## src/rtl/alu_arbiter.sv

```systemverilog
// alu_arbiter
//   Lets two requesters share one combinational add/sub ALU. It accepts one
//   operation at a time through valid/ready handshakes and uses round-robin
//   arbitration when both requesters are valid. The operands are held in
//   registers that drive the ALU. The result and eq flag are captured and
//   returned on one response channel, tagged with the requester ID.
//
// Ports
//   clk, rst_n                      clock, asynchronous active-low reset
//   reqN_valid / reqN_ready         requester N handshake (N = 0, 1)
//   reqN_op1, reqN_op2, reqN_ctrl   requester N operands and ALU control
//   alu_op1, alu_op2, alu_ctrl      registered operands/control to the ALU
//   alu_out, alu_eq                 ALU result and equality flag
//   resp_valid / resp_ready         response handshake
//   resp_id, resp_result, resp_eq   captured response fields
//   busy                            high while an operation is in flight
module alu_arbiter #(
  parameter int unsigned DATA_WIDTH = 32
) (
  input  logic                  clk,
  input  logic                  rst_n,
  input  logic                  req0_valid,
  output logic                  req0_ready,
  input  logic [DATA_WIDTH-1:0] req0_op1,
  input  logic [DATA_WIDTH-1:0] req0_op2,
  input  logic [2:0]            req0_ctrl,
  input  logic                  req1_valid,
  output logic                  req1_ready,
  input  logic [DATA_WIDTH-1:0] req1_op1,
  input  logic [DATA_WIDTH-1:0] req1_op2,
  input  logic [2:0]            req1_ctrl,
  output logic [DATA_WIDTH-1:0] alu_op1,
  output logic [DATA_WIDTH-1:0] alu_op2,
  output logic [2:0]            alu_ctrl,
  input  logic [DATA_WIDTH-1:0] alu_out,
  input  logic                  alu_eq,
  output logic                  resp_valid,
  input  logic                  resp_ready,
  output logic                  resp_id,
  output logic [DATA_WIDTH-1:0] resp_result,
  output logic                  resp_eq,
  output logic                  busy
);

  typedef enum logic [1:0] {S_IDLE, S_EXEC, S_RESP} state_t;

  state_t                r_state;
  state_t                w_next;
  logic                  r_last_grant;
  logic [DATA_WIDTH-1:0] r_alu_op1;
  logic [DATA_WIDTH-1:0] r_alu_op2;
  logic [2:0]            r_alu_ctrl;
  logic                  r_resp_id;
  logic [DATA_WIDTH-1:0] r_resp_result;
  logic                  r_resp_eq;

  logic                  w_idle;
  logic                  w_gnt_valid;
  logic                  w_gnt_id;
  logic                  w_accept;
  logic [DATA_WIDTH-1:0] w_sel_op1;
  logic [DATA_WIDTH-1:0] w_sel_op2;
  logic [2:0]            w_sel_ctrl;

  // Grant: if only one requester is valid, it gets the grant. On a tie the
  // grant goes to the requester that did not win last time. When neither is
  // valid, w_gnt_id = req1_valid = 0, but it is ignored.
  always_comb begin
    w_idle      = (r_state == S_IDLE);
    w_gnt_valid = req0_valid | req1_valid;
    if (req0_valid && req1_valid) begin
      w_gnt_id = ~r_last_grant;
    end else begin
      w_gnt_id = req1_valid;
    end
    w_accept   = w_idle & w_gnt_valid;
    w_sel_op1  = w_gnt_id ? req1_op1  : req0_op1;
    w_sel_op2  = w_gnt_id ? req1_op2  : req0_op2;
    w_sel_ctrl = w_gnt_id ? req1_ctrl : req0_ctrl;
  end

  always_comb begin
    w_next = r_state;
    unique case (r_state)
      S_IDLE: if (w_gnt_valid) w_next = S_EXEC;
      S_EXEC: w_next = S_RESP;
      S_RESP: if (resp_ready) w_next = S_IDLE;
      default: w_next = S_IDLE;
    endcase
  end

  always_ff @(posedge clk or negedge rst_n) begin
    if (!rst_n) begin
      r_state <= S_IDLE;
    end else begin
      r_state <= w_next;
    end
  end

  always_ff @(posedge clk or negedge rst_n) begin
    if (!rst_n) begin
      r_last_grant  <= 1'b1;
      r_alu_op1     <= '0;
      r_alu_op2     <= '0;
      r_alu_ctrl    <= '0;
      r_resp_id     <= 1'b0;
      r_resp_result <= '0;
      r_resp_eq     <= 1'b0;
    end else begin
      if (w_accept) begin
        r_alu_op1    <= w_sel_op1;
        r_alu_op2    <= w_sel_op2;
        r_alu_ctrl   <= w_sel_ctrl;
        r_resp_id    <= w_gnt_id;
        r_last_grant <= w_gnt_id;
      end
      if (r_state == S_EXEC) begin
        r_resp_result <= alu_out;
        r_resp_eq     <= alu_eq;
      end
    end
  end

  assign req0_ready  = w_accept & ~w_gnt_id;
  assign req1_ready  = w_accept &  w_gnt_id;
  assign alu_op1     = r_alu_op1;
  assign alu_op2     = r_alu_op2;
  assign alu_ctrl    = r_alu_ctrl;
  assign resp_valid  = (r_state == S_RESP);
  assign resp_id     = r_resp_id;
  assign resp_result = r_resp_result;
  assign resp_eq     = r_resp_eq;
  assign busy        = ~w_idle;

endmodule

```

## config.mk

```make
export PLATFORM = sky130hd
export DESIGN_NAME = alu_arbiter
export DESIGN_NICKNAME = d
export VERILOG_FILES = /design/src/rtl/alu_arbiter.sv
export SDC_FILE = /design/constraint.sdc
export NUM_CORES = 1
export LEC_CHECK = 0
export ABC_AREA = 1
export CORE_MARGIN = 2
export CORE_UTILIZATION = 40
export CTS_CLUSTER_DIAMETER = 40
export CTS_CLUSTER_SIZE = 30
export DETAILED_ROUTE_END_ITERATION = 8
export HOLD_SLACK_MARGIN = 0.08
export MAX_ROUTING_LAYER = met4
export PLACE_DENSITY_LB_ADDON = 0.08
export SYNTH_ARGS = -nofsm -noshare
export SYNTH_HDL_FRONTEND = slang
export SYNTH_SLANG_ARGS = --single-unit
```

## constraint.sdc

```tcl
create_clock -name clk -period 1.5 [get_ports clk]
set_input_delay 0.225 -clock clk [delete_from_list [all_inputs] [get_ports clk]]
set_output_delay 0.225 -clock clk [all_outputs]
set_load 0.005 [all_outputs]
```

==> flow_metrics.py <==
metrics = {
    "outcome": {
        "status": "finished, final reports clean",
    },
    "timing": {
        "final-max-slew-violation-count": 0,
        "max-slew-margin-rel_pct": 64.6,
        "layout_setup_ws_ns": 0.0236,
        "whs_ns": 0.217,
        "setup-violations-final": 0,
        "final_period_minus_worst_setup_slack_ns": 1.48,
        "worst-slew-pin-transition_ns": 0.531,
        "grt_setup_unrepaired": "true",
        "hold_violations": 0,
        "worst_clock_skew_ns": 0.00822,
        "tcrit_tclk_final_pct": 98.4,
        "timing.fmax_ghz": 0.677,
    },
    "place": {
        "placed_cells": 1160,
        "io_buffer_count": 276,
        "gp_routability_congestion": 0.816,
        "post-place-ws_ns": -0.290,
        "place_hpwl_mm": 11.9,
    },
    "worst_setup_path": {
        "critical_path.startpoint_type": "register",
        "largest_fanout_on_the_critical_path": 3,
        "cp-startpoint": "r_last_grant$_DFFE_PN1P_",
        "crit_type": "reg -> out",
        "critical_path_arrival_ns": 1.25,
        "cp-end-kind": "output pin",
        "worstReg2RegEnd": "alu_op2[4]$_DFFE_PN0P_",
        "setup.reg_to_reg.worst_slack_ns": 0.06,
        "worstRegToRegCells": 7,
        "critical_path_required_ns": 1.27,
        "crit-reg2reg-launch": "r_last_grant$_DFFE_PN1P_",
    },
    "yosys": {
        "yosys-top-cells-area": "dfrtp_1 49%, nand2_1 19%, nand3_1 16%",
        "ys_ff_latch": 104,
        "postSynth.asyncResetShare_pct": 100,
        "yosysTopAreaCellShare_pct": 49.0,
        "synth.most_common_cell": "nand2_1",
        "synthDominantAreaCellType": "dfrtp_1",
        "synth_cells": 738,
        "synth_top_cells_by_count": "273 x nand2_1, 167 x nand3_1, 136 x inv_1, 103 x dfrtp_1, 24 x buf_2",
        "yosysSeqAreaShare_pct": 49.5,
        "synth-main-ff-cell": "dfrtp_1",
        "synthesis.area_mm2": 0.00526,
        "ys.warnings.count": 0,
        "synth_area_per_cell_um2": 7.13,
        "number_of_flops_mapped_to_enable_cells_by_yosys": 0,
        "synth.net_count": 910,
        "number_of_library_cell_types_mapped_by_synthesis": 15,
    },
    "finish": {
        "final-instance-count-excl-fill": 1178,
        "antenna_cells": 0,
        "share_of_the_core_filled_with_cells_in_the_final_layout_pct": 67.5,
        "flow.area_growth_from_synthesis_pct": 63.2,
        "design.final.nets": 1173,
        "drive_above_1_share_pct": 4.97,
    },
    "clocking": {
        "path_clk_slew_ns": 0.07,
        "clock-root-buffer": "clkbuf_16",
        "clk-insertion-delay-late_ns": 0.34,
        "cts_buffers": 9,
        "numClockSinks": 104,
        "tritoncts": "yes",
        "clk_path_buf_depth": 2,
        "cts_max_level": 3,
    },
    "die": {
        "die-width_um": 119,
        "floorplan.die.height_um": 119,
        "die_footprint_mm2": 0.0141,
        "placementRows": 41,
        "ios": 277,
        "initial_utilization_pct": 41.4,
        "core-area_mm2": 0.0127,
    },
    "routing": {
        "drt_pre_antenna_iters": 4,
        "detailedRoute.firstIterationViolations": 293,
        "drt-vias-per-instance": 4.63,
        "drc_errors": 0,
        "wirelength_mm": 16.6,
        "num_vias": 5450,
        "postRouteAntennaNets": 0,
        "drt-wirelength-per-cell_um": 14.1,
    },
    "global_route": {
        "antenna_found_initial": 0,
        "maximum_number_of_pins_on_one_net_before_global_route_repair": 54,
        "grt_remaining_overflow": 0,
        "track_usage_pct": 24.5,
        "grt_pass1_wl_mm": 26.8,
        "first_global_vias": 5251,
    },
    "power_and_ir_drop": {
        "total_internal_power_w": 0.00964,
        "power-per-cell-area_mw_per_mm2": 1740,
        "seqPwrFrac_pct": 33.1,
        "leakage_nw": 4.60,
        "pwr-share-comb_pct": 51.0,
        "netSwitchingFraction_pct": 35.6,
        "ir_worst_vdd_v": 0.000774,
        "clkPwrFrac_pct": 15.9,
        "net-switching-power_w": 0.00533,
    },
    "hold_path": {
        "hold_path.class": "in -> async",
    },
    "job": {
        "cap_violations": 0,
    },
}
[cells in the final DEF, fill, tap and decap left out, drive strengths merged]
master	n
nand2	275
clkdlybuf4s50	263
nand3	167
inv	140
dfrtp	103
buf	25
clkbuf	13
dlymetal6s2s	7
nor2	5
clkinvlp	2
o21ai	1
bufinv	1
clkinv	1
dlygate4sd3	1
dlygate4sd2	1
dfstp	1
[cells by family (layout without fill, tap and decap cells)]
family	Yosys count	in the layout	share of synthesized area, %
buffers and inverters	186	454	14.3
AOI/OAI and AO/OA	1	1	0.0950
DFF	104	104	49.5
and+or+nand+nor	447	447	36.1
[sequential cells by signal, summed over array words and instances, names as in the netlist]
register	count
alu_ctrl	3
alu_op1	32
alu_op2	32
r_last_grant	1
r_state	2
resp_eq	1
resp_id	1
resp_result	32
[critical path, cell delays in order, from the launching register on]
cell,delay [ns]
dfstp_2,0.54
nand2_2,0.06
nand2_2,0.08
inv_2,0.03
nor2_1,0.08
buf_2,0.13
[worst max path at each step]
stage | endpoint | slack (ns) | cells past startpoint
floorplan | req0_ready | 0.09 | 6
global placement | req0_ready | -0.29 | 6
detailed placement | req0_ready | -0.29 | 6
CTS | req0_ready | 0.001 | 5
global route | req0_ready | -0.04 | 5
finish | req0_ready | 0.02 | 5
[power by group through the flow]
stage,combinational (W),sequential [W],clock [W]
2_1_floorplan,0.00307,0.00509,0
3_3_place_gp,0.00763,0.00495,0
3_5_place_dp,0.00772,0.00497,0
4_1_cts,0.00775,0.00496,0.00243
5_1_grt,0.00844,0.00514,0.00254
6_report,0.00764,0.00496,0.00237
[area by class of cell]
type / count / area [um^2]
Fill cell: 1183 / 4130
Clock inverter: 4 / 53.8
Multi-Input combinational cell: 448 / 1910
Sequential cell: 104 / 2600
Tap cell: 172 / 215
Clock buffer: 12 / 246
Inverter: 140 / 526
Timing Repair Buffer: 298 / 3030
[per-layer routing]
metal / wire length, um / part of all wire (%) / GRT usage, % / vias up
met3: 1300 / 7.8 / 5.89 / 25
met2: 7910 / 48 / 39.8 / 207
met1: 6970 / 42 / 29.7 / 2478
met4: 410 / 2.5 / 9.08 / 0
li1: - / - / - / 2740
met5: 0 / 0 / - / -
[through the flow]
stage	setup TNS, ns	power (W)	cell area (um^2)
final	0	0.0150	8590
after global routing	-0.0397	0.0161	8590
after CTS	0	0.0151	8560
after detailed placement	-12.62	0.0127	8240
after global placement	-11.66	0.0126	8240
after floorplan	0	0.00816	5260
[what timing repair did]
item	4_1_cts	5_1_grt
setup buffers	1	0
setup endpoints to repair	4	49
gates resized for setup	14	12
hold endpoints to repair	103	0
hold buffers	1	0
(Power assumes the default switching activity.)
